`config.mk`:
```
export PLATFORM = sky130hd
export DESIGN_NAME = xc20xx_cfg_loader
export DESIGN_NICKNAME = d
export VERILOG_FILES = /design/src/rtl/xc20xx_cfg_pkg.sv /design/src/rtl/xc20xx_cfg_frame_sr.sv /design/src/rtl/xc20xx_cfg_loader.sv
export SDC_FILE = /design/constraint.sdc
export NUM_CORES = 1
export LEC_CHECK = 0
export ABC_AREA = 1
export CAP_MARGIN = 10
export CORE_MARGIN = 8
export CORE_UTILIZATION = 45
export CTS_BUF_LIST = sky130_fd_sc_hd__clkbuf_16
export DETAILED_ROUTE_END_ITERATION = 12
export PLACE_DENSITY = 0.67
export SKIP_CTS_REPAIR_TIMING = 1
export SLEW_MARGIN = 15
export SYNTH_ARGS = -nofsm -noshare
export SYNTH_HDL_FRONTEND = slang
export SYNTH_SLANG_ARGS = --single-unit
```
`constraint.sdc`:
```
create_clock -name i_clk -period 5.11 [get_ports i_clk]
set_clock_uncertainty 0.15 [all_clocks]
set_input_delay 0.7665 -clock i_clk [delete_from_list [all_inputs] [get_ports i_clk]]
set_output_delay 0.7665 -clock i_clk [all_outputs]
set_load 0.1 [all_outputs]
```
`src/rtl/xc20xx_cfg_pkg.sv`:
```
// Shared state encoding and bitstream framing constants for the XC20XX
// serial configuration loader.
package xc20xx_cfg_pkg;

  typedef enum logic [3:0] {
    IDLE, SYNC, LENGTH, HDR_END, F_START, F_DATA, F_STOP, POST, DONE, ERR
  } cfg_state_e;

  localparam logic [3:0] SYNC_PATTERN      = 4'b0010;
  localparam int         MIN_PREAMBLE_ONES = 4;
  localparam int         PREAMBLE_SAT      = 15;
  localparam int         HDR_END_ONES      = 4;
  localparam int         STOP_ONES         = 3;
  localparam int         DEF_LEN_BITS      = 24;

endpackage

```
`src/rtl/xc20xx_cfg_frame_sr.sv`:
```
// Frame assembly shift register: MSB-first, new bit enters the LSB.
// o_full is high while the next shift is the last bit of the frame.
module xc20xx_cfg_frame_sr
  import xc20xx_cfg_pkg::*;
#(
  parameter int FRAME_BITS = 71
) (
  input  logic                  i_clk,
  input  logic                  i_rst_n,
  input  logic                  i_shift,
  input  logic                  i_clr,
  input  logic                  i_bit,
  output logic [FRAME_BITS-1:0] o_data,
  output logic                  o_full
);

  localparam int CW = $clog2(FRAME_BITS + 1);

  logic [FRAME_BITS-1:0] r_data;
  logic [CW-1:0]         r_cnt;

  always_ff @(posedge i_clk or negedge i_rst_n) begin
    if (!i_rst_n) begin
      r_data <= '0;
      r_cnt  <= '0;
    end else begin
      if (i_shift) r_data <= {r_data[FRAME_BITS-2:0], i_bit};
      // Counter wraps on the final bit so back-to-back frames need no clear.
      if (i_clr || (i_shift && o_full)) r_cnt <= '0;
      else if (i_shift)                 r_cnt <= r_cnt + 1'b1;
    end
  end

  assign o_data = r_data;
  assign o_full = (r_cnt == CW'(FRAME_BITS - 1));

endmodule

```
`src/rtl/xc20xx_cfg_loader.sv`:
```
// Serial bitstream parser: preamble, sync, length, header end, framed data
// and postamble; writes each completed frame to the configuration array.
module xc20xx_cfg_loader
  import xc20xx_cfg_pkg::*;
#(
  parameter  int FRAME_BITS = 71,
  parameter  int NUM_FRAMES = 160,
  parameter  int LEN_BITS   = DEF_LEN_BITS,
  localparam int ADDR_BITS  = $clog2(NUM_FRAMES)
) (
  input  logic                  i_clk,
  input  logic                  i_rst_n,
  input  logic                  i_din,
  input  logic                  i_din_valid,
  output logic [FRAME_BITS-1:0] o_frame_data,
  output logic [ADDR_BITS-1:0]  o_frame_addr,
  output logic                  o_frame_we,
  output logic                  o_busy,
  output logic                  o_done,
  output logic                  o_error
);

  localparam int CNT_W = ($clog2(LEN_BITS) < 4) ? 4 : $clog2(LEN_BITS);
  localparam logic [LEN_BITS-1:0] MIN_LEN =
    LEN_BITS'(NUM_FRAMES * (FRAME_BITS + 1 + STOP_ONES));
  localparam logic [ADDR_BITS-1:0] LAST_ADDR = ADDR_BITS'(NUM_FRAMES - 1);

  cfg_state_e            r_state, w_state_nxt;
  logic [CNT_W-1:0]      r_cnt, w_cnt_nxt;
  logic [LEN_BITS-1:0]   r_len, w_len_nxt;
  logic [LEN_BITS-1:0]   r_bc, w_bc_nxt, w_bc_inc;
  logic [ADDR_BITS-1:0]  r_addr;
  logic                  r_we, w_we_nxt;
  logic                  w_shift, w_clr, w_full, w_bc_hit, w_last_frame;

  assign w_bc_inc     = r_bc + 1'b1;
  assign w_bc_hit     = (w_bc_inc == r_len);
  assign w_last_frame = (r_addr == LAST_ADDR);
  assign w_clr        = (r_state != F_DATA);

  xc20xx_cfg_frame_sr #(.FRAME_BITS(FRAME_BITS)) u_frame_sr (
    .i_clk   (i_clk),
    .i_rst_n (i_rst_n),
    .i_shift (w_shift),
    .i_clr   (w_clr),
    .i_bit   (i_din),
    .o_data  (o_frame_data),
    .o_full  (w_full)
  );

  always_ff @(posedge i_clk or negedge i_rst_n) begin
    if (!i_rst_n) begin
      r_state <= IDLE;
      r_cnt   <= '0;
      r_len   <= '0;
      r_bc    <= '0;
      r_addr  <= '0;
      r_we    <= 1'b0;
    end else begin
      r_state <= w_state_nxt;
      r_cnt   <= w_cnt_nxt;
      r_len   <= w_len_nxt;
      r_bc    <= w_bc_nxt;
      r_we    <= w_we_nxt;
      // Address advances after the strobe cycle and parks on the last frame.
      if (r_we && !w_last_frame) r_addr <= r_addr + 1'b1;
    end
  end

  always_comb begin
    w_state_nxt = r_state;
    w_cnt_nxt   = r_cnt;
    w_len_nxt   = r_len;
    w_bc_nxt    = r_bc;
    w_we_nxt    = 1'b0;
    w_shift     = 1'b0;
    if (i_din_valid) begin
      case (r_state)
        IDLE: begin
          if (i_din) begin
            if (r_cnt != CNT_W'(PREAMBLE_SAT)) w_cnt_nxt = r_cnt + 1'b1;
          end else begin
            w_cnt_nxt = '0;
            if (r_cnt >= CNT_W'(MIN_PREAMBLE_ONES)) w_state_nxt = SYNC;
          end
        end
        SYNC: begin
          // The leading 0 of the pattern was consumed as the sync detect.
          if (i_din != SYNC_PATTERN[2'd2 - r_cnt[1:0]]) w_state_nxt = ERR;
          else if (r_cnt == CNT_W'(2)) begin
            w_cnt_nxt   = '0;
            w_state_nxt = LENGTH;
          end else w_cnt_nxt = r_cnt + 1'b1;
        end
        LENGTH: begin
          w_len_nxt = {r_len[LEN_BITS-2:0], i_din};
          if (r_cnt == CNT_W'(LEN_BITS - 1)) begin
            w_cnt_nxt   = '0;
            w_state_nxt = (w_len_nxt < MIN_LEN) ? ERR : HDR_END;
          end else w_cnt_nxt = r_cnt + 1'b1;
        end
        HDR_END: begin
          if (!i_din) w_state_nxt = ERR;
          else if (r_cnt == CNT_W'(HDR_END_ONES - 1)) begin
            w_cnt_nxt   = '0;
            w_bc_nxt    = '0;
            w_state_nxt = F_START;
          end else w_cnt_nxt = r_cnt + 1'b1;
        end
        F_START: begin
          w_bc_nxt = w_bc_inc;
          if (i_din || w_bc_hit) w_state_nxt = ERR;
          else                   w_state_nxt = F_DATA;
        end
        F_DATA: begin
          w_bc_nxt = w_bc_inc;
          w_shift  = 1'b1;
          if (w_bc_hit) w_state_nxt = ERR;
          else if (w_full) begin
            w_cnt_nxt   = '0;
            w_state_nxt = F_STOP;
          end
        end
        F_STOP: begin
          w_bc_nxt = w_bc_inc;
          if (!i_din) w_state_nxt = ERR;
          else if (r_cnt == CNT_W'(STOP_ONES - 1)) begin
            w_cnt_nxt = '0;
            if (w_last_frame) begin
              w_we_nxt    = 1'b1;
              w_state_nxt = w_bc_hit ? DONE : POST;
            end else if (w_bc_hit) w_state_nxt = ERR;
            else begin
              w_we_nxt    = 1'b1;
              w_state_nxt = F_START;
            end
          end else if (w_bc_hit) w_state_nxt = ERR;
          else w_cnt_nxt = r_cnt + 1'b1;
        end
        POST: begin
          w_bc_nxt = w_bc_inc;
          if (!i_din)        w_state_nxt = ERR;
          else if (w_bc_hit) w_state_nxt = DONE;
        end
        DONE, ERR: ;
        default: w_state_nxt = IDLE;
      endcase
    end
  end

  assign o_frame_addr = r_addr;
  assign o_frame_we   = r_we;
  assign o_busy       = r_state inside {SYNC, LENGTH, HDR_END, F_START, F_DATA, F_STOP, POST};
  assign o_done       = (r_state == DONE);
  assign o_error      = (r_state == ERR);

endmodule

```
; ---- Yosys cells after proc, flatten, opt, wreduce, memory -nomap -nowiden
; Cells that the tools add are included.
[totals]
reg_bits = 144
latch_bits = 0
mem_bits_rw = 0
romBits = 0
in_bits = 4
out_inout_bits = 83
elab_cells = 115
memories = 0
[op_classes]
addsub = 5
multipliers = 0
n_div = 0
magnitude_cmp = 3
eq_ne = 34
n_shift = 0
muxes = 48
n_bitwise = 1
reduce_logical = 16
[ops]
columns = cell, count
row1 = 4-bit two-way mux, 19
row2 = 5-bit two-way mux, 12
row3 = 24-bit two-way mux, 2
row4 = 24-bit case mux with 2 select lines, 1
row5 = 4-bit case mux with 9 select lines, 1
row6 = 5-bit case mux with 6 select lines, 1
row7 = 24-bit by 1-bit adder with 24-bit output (second input constant), 1
row8 = 24-bit equality test, 1
row9 = 24-bit by 14-bit less-than comparator with 1-bit output (second input constant), 1
row10 = 4-bit by 3-bit equality test with 1-bit output (second input constant), 4
row11 = 2-bit != test (second input constant), 8
row12 = 3-bit != test (second input constant), 5
row13 = 7-bit two-way mux, 2
row14 = 5-bit by 2-bit equality test with 1-bit output (second input constant), 2
row15 = 10-bit AND reduction, 1
row16 = 1-bit two-way mux, 9
row17 = 9-bit AND reduction, 1
row18 = 8-bit by 1-bit adder with 8-bit output (second input constant), 1
row19 = 4-bit by 2-bit equality test with 1-bit output (second input constant), 2
row20 = 4-bit equality test (second input constant), 2
row21 = 8-bit equality test (second input constant), 1
row22 = 7-bit by 1-bit adder with 7-bit output (second input constant), 1
row23 = 7-bit equality test (second input constant), 1
row24 = 7-bit nonzero test, 1
row25 = other kinds (24), 27

; ---- Logic depth before layout (Yosys ltp)
[depth]
ltp_word = 8
depth_mapped = 20
mapped_depth_nobuf = 20

; ---- By module
; From an unflattened synthesis, not the netlist that was laid out.
[hier_totals]
hier_cells = 988
hier_area_um2 = 7592.3
[modules_own_cells]
columns = mod, instances, cells_per_inst, area_per_inst_um2, seq_area_each_um2
row1 = xc20xx_cfg_loader, 1, 657, 4504.3, 1651.6
row2 = xc20xx_cfg_frame_sr, 1, 331, 3088.0, 1951.9

; ---- Worst setup path before layout
; Ideal clock, no wire load.
[synth_path]
path_kind = reg-to-output
from = register r_state[1]
to = output o_done
arrival_time_ns = 1.850
required_ns = 4.194
path_slack_ns = 2.344
path_stages_with_launch = 4
path_buffers = 0
path_cell_list = dfrtp_1 nor2_1 inv_1 nor2_1
[synth_between]
elab_chain_len = 1
[synth_lines]
columns = element, line_no
row1 = start: declaration, xc20xx_cfg_loader.sv:28  ; cfg_state_e r_state, w_state_nxt;
row2 = start signal: assignment, xc20xx_cfg_loader.sv:60  ; r_state <= w_state_nxt;
row3 = 4-bit equality test, xc20xx_cfg_loader.sv:154  ; assign o_done = (r_state == DONE);
row4 = end: declaration, xc20xx_cfg_loader.sv:19  ; output logic o_done,
; No other way between the ends.

; ---- Worst setup path in the final report
[layout_path]
from = register r_state[2]
to = output o_busy
[layout_between]
elab_chain_len = 2
word_cells_on_any_way = 8
cone_classes = eq/ne (7) / reduce/logical (1)
[layout_lines]
columns = element, line_no
row1 = "4-bit by 1-bit equality test with 1-bit output, or another cell as far along", xc20xx_cfg_loader.sv:153  ; assign o_busy = r_state inside {SYNC, LENGTH, HDR_END, F_START, F_DATA, F_STOP, POST};
row2 = 7-bit nonzero test *, xc20xx_cfg_loader.sv:153
row3 = end: declaration, xc20xx_cfg_loader.sv:18  ; output logic o_busy,
; Mark *: on every way between the ends. The rest lies on a longest branch, timed or not.

==> reports/results.txt <==
First-pass GRT wire length -> 30000 um
Primary FF master, synth -> dfrtp_1
Tcrit/Tclk final -> 68.7%
Setup violators final -> 0
Post-route setup TNS -> 0 ns
Type of the worst min-delay path -> in -> async
# DRC -> 0
Crit path DAT -> 2.59 ns
Lkg Pwr -> 4.48 nW
Max-slew violation count -> 0
Maxcap violations -> 0
Die Ht -> 145 um
Post-synthesis sequential area ratio -> 48.4%
Sinks on Clock Net -> 144
Max VDD drop -> 0.000278 V
Layout cell share with drive strength beyond 1 -> 14.3%
Cell area after synthesis -> 7450 sq um
Total congestion overflow -> 0
Status -> finished clean
Root Driver -> clkbuf_16
Number of synthesized flops with an enable pin -> 0
Final ANT Viol Nets -> 0
Slew margin rel. -> 30.8%
Vias in the first global route -> 5983
First-pass iteration count of the detailed router -> 5
Cell count after synthesis -> 854
Placer congestion estimate -> 0.951
Via count -> 5986
Core Area -> 16400 sq um
N_diodes -> 0
Share of the core filled with cells -> 55.6%
CP Launch Type -> flop
Slew @ Worst Pin -> 1.03 ns
Critical path peak fanout -> 9
IO Port Bufs -> 86
Nets -> 960
All-layer global routing usage -> 18.2%
Worst EP required -> 4.19 ns
Met3 global-route usage -> 7.61%
Synthesized Nets -> 869
Largest net degree at the start of global routing -> 50
CTS tree -> yes
Die footprint -> 20900 sq um
Top-Level Pins -> 87
Top cell type's share of synthesized area -> 48.4%
Synth warnings -> 0
Worst-Skew Late Latency -> 0.42 ns
Routed WL per cell -> 15.1 um
Flop-to-flop setup slack -> 1.98 ns
Flops & latches, synth -> 144
Worst Setup End Kind -> primary output
Worst hold margin -> 0.123 ns
Syn avg cell area -> 8.73 sq um
Initial antenna violation count -> 0
Count of final hold-check violations -> 0
Area delta synth->final -> 22.4%
Distinct cells, synth -> 37
H-tree levels -> 4
Crit Path Category -> reg -> out
CTS Buf Count -> 17
RSZ-0062 raised after global routing -> false
1st-iter DRT viols -> 354
FMAX -> 285 MHz
Routed Wire Length -> 17800 um
Row count -> 47
Met2 Usage GRT -> 26.9%
Initial core utilization -> 45.4%
Leading area contributor after synthesis -> dfrtp_1
Pwr Density -> 443 nW/um^2
Post-DP HPWL -> 12700 um
Clk slew on worst S/H paths -> 0.07 ns
FF-to-FF End -> r_state[0]$_DFFE_PN0P_
Final min period -> 3.51 ns
R2R depth -> 18
Met1 usage -> 23.9%
Most numerous cell in the Yosys netlist -> nand2_1
Die width -> 145 um
FF-to-FF Start -> r_bc[0]$_DFFE_PN0P_
Synth area leaders -> dfrtp_1 48%, mux2_2 11%, nand2_1 10%
Async SR Flop Fraction -> 100%
CTS Buffer Depth -> 2
GRT Max-Usage Layer -> met2
Post-DR vias/cell -> 5.08
Post-synth top cells -> 208 x nand2_1, 144 x dfrtp_1, 101 x inv_1
cells in the final DEF, fill, tap and decap left out, drive strengths merged, types with 2 or more instances in the layout:
| cell type | Yosys | layout |
|---|---|---|
| xnor2 | 3 | 3 |
| ha | 11 | 11 |
| o211ai | 3 | 3 |
| nor3 | 8 | 8 |
| nor2 | 81 | 81 |
| o21ai | 50 | 50 |
| clkinvlp | 0 | 2 |
| xor2 | 9 | 9 |
| nand2 | 220 | 220 |
| clkinv | 0 | 4 |
| xnor3 | 2 | 2 |
| nand3 | 79 | 79 |
| mux2 | 70 | 70 |
| buf | 1 | 5 |
| nand4 | 12 | 12 |
| dfrtp | 144 | 144 |
| nor3b | 2 | 2 |
| clkdlybuf4s50 | 0 | 85 |
| a21oi | 8 | 8 |
| o22ai | 18 | 18 |
| inv | 104 | 113 |
| nor4 | 4 | 4 |
| clkbuf | 17 | 17 |
logic make-up (layout without fill, tap and decap cells):
logic type / count (synthesis) / after routing / synth area share [%]
and+or+nand+nor: 408 / 408 / 24.6
DFF: 144 / 144 / 48.4
AOI/OAI and AO/OA: 85 / 85 / 6.41
buffers and inverters: 122 / 226 / 6.16
muxes: 70 / 70 / 10.6
adders and majority gates: 11 / 11 / 1.85
xor gates and xnor gates: 14 / 14 / 2.01
worst max-delay path by stage:
stage / from / endpoint / slack, ns
floorplan: r_state[1]$_DFFE_PN0P_ / o_done / 2.34
global placement: i_din / r_cnt[1]$_DFFE_PN0P_ / 1.80
detailed placement: i_din / r_cnt[0]$_DFFE_PN0P_ / 1.74
CTS: r_state[2]$_DFFE_PN0P_ / o_busy / 1.59
global route: r_state[2]$_DFFE_PN0P_ / o_busy / 1.48
finish: r_state[2]$_DFFE_PN0P_ / o_busy / 1.60
registers in the layout (all words and copies together), names as in the netlist:
signal and cells:
o_frame_addr 8, o_frame_we 1, r_bc 24, r_cnt 5, r_len 24, r_state 4
u_frame_sr.o_data 71, u_frame_sr.r_cnt 7
metrics by stage:
| stage | cell area (sq um) | setup WS, ns | instances | power (W) |
|---|---|---|---|---|
| floorplan | 7450 | 2.34 | 854 | 0.00251 |
| global placement | 8550 | 1.80 | 1146 | 0.00284 |
| detailed placement | 8550 | 1.74 | 1146 | 0.00285 |
| CTS | 9120 | 1.59 | 1178 | 0.00407 |
| global route | 9120 | 1.48 | 1178 | 0.00432 |
| finish | 9120 | 1.60 | 1178 | 0.00404 |
power by group:
group	switching, W	leakage [nW]	internal (W)
registers	0.000213	1.94	0.00132
clock network	0.000548	0.275	0.000647
logic	0.000888	2.27	0.000420
total	0.00165	4.48	0.00239
final cells by class:
class	instances	area, sq um
Sequential cell	144	3600
Clock buffer	17	425
Multi-Input combinational cell	588	3390
Inverter	104	390
Clock inverter	15	144
Fill cell	1457	7280
Timing Repair Buffer	90	892
Tap cell	220	275
routing by layer:
layer / vias to the layer above / part of all wire (%) / wire length, um
met1: 2841 / 47 / 8350
met5: - / 0 / 0
li1: 2987 / - / -
met2: 143 / 43 / 7660
met3: 15 / 8.6 / 1530
met4: 0 / 1.2 / 211
worst max-delay path, cell delays in order, from the launching register on:
cell and delay [ns]:
dfrtp_1 0.39, inv_1 0.09, nor2_2 0.32, inv_1 0.15, nand2_1 0.09, clkdlybuf4s50_1 1.13
Note: power is estimated with default switching activity, not from simulation.
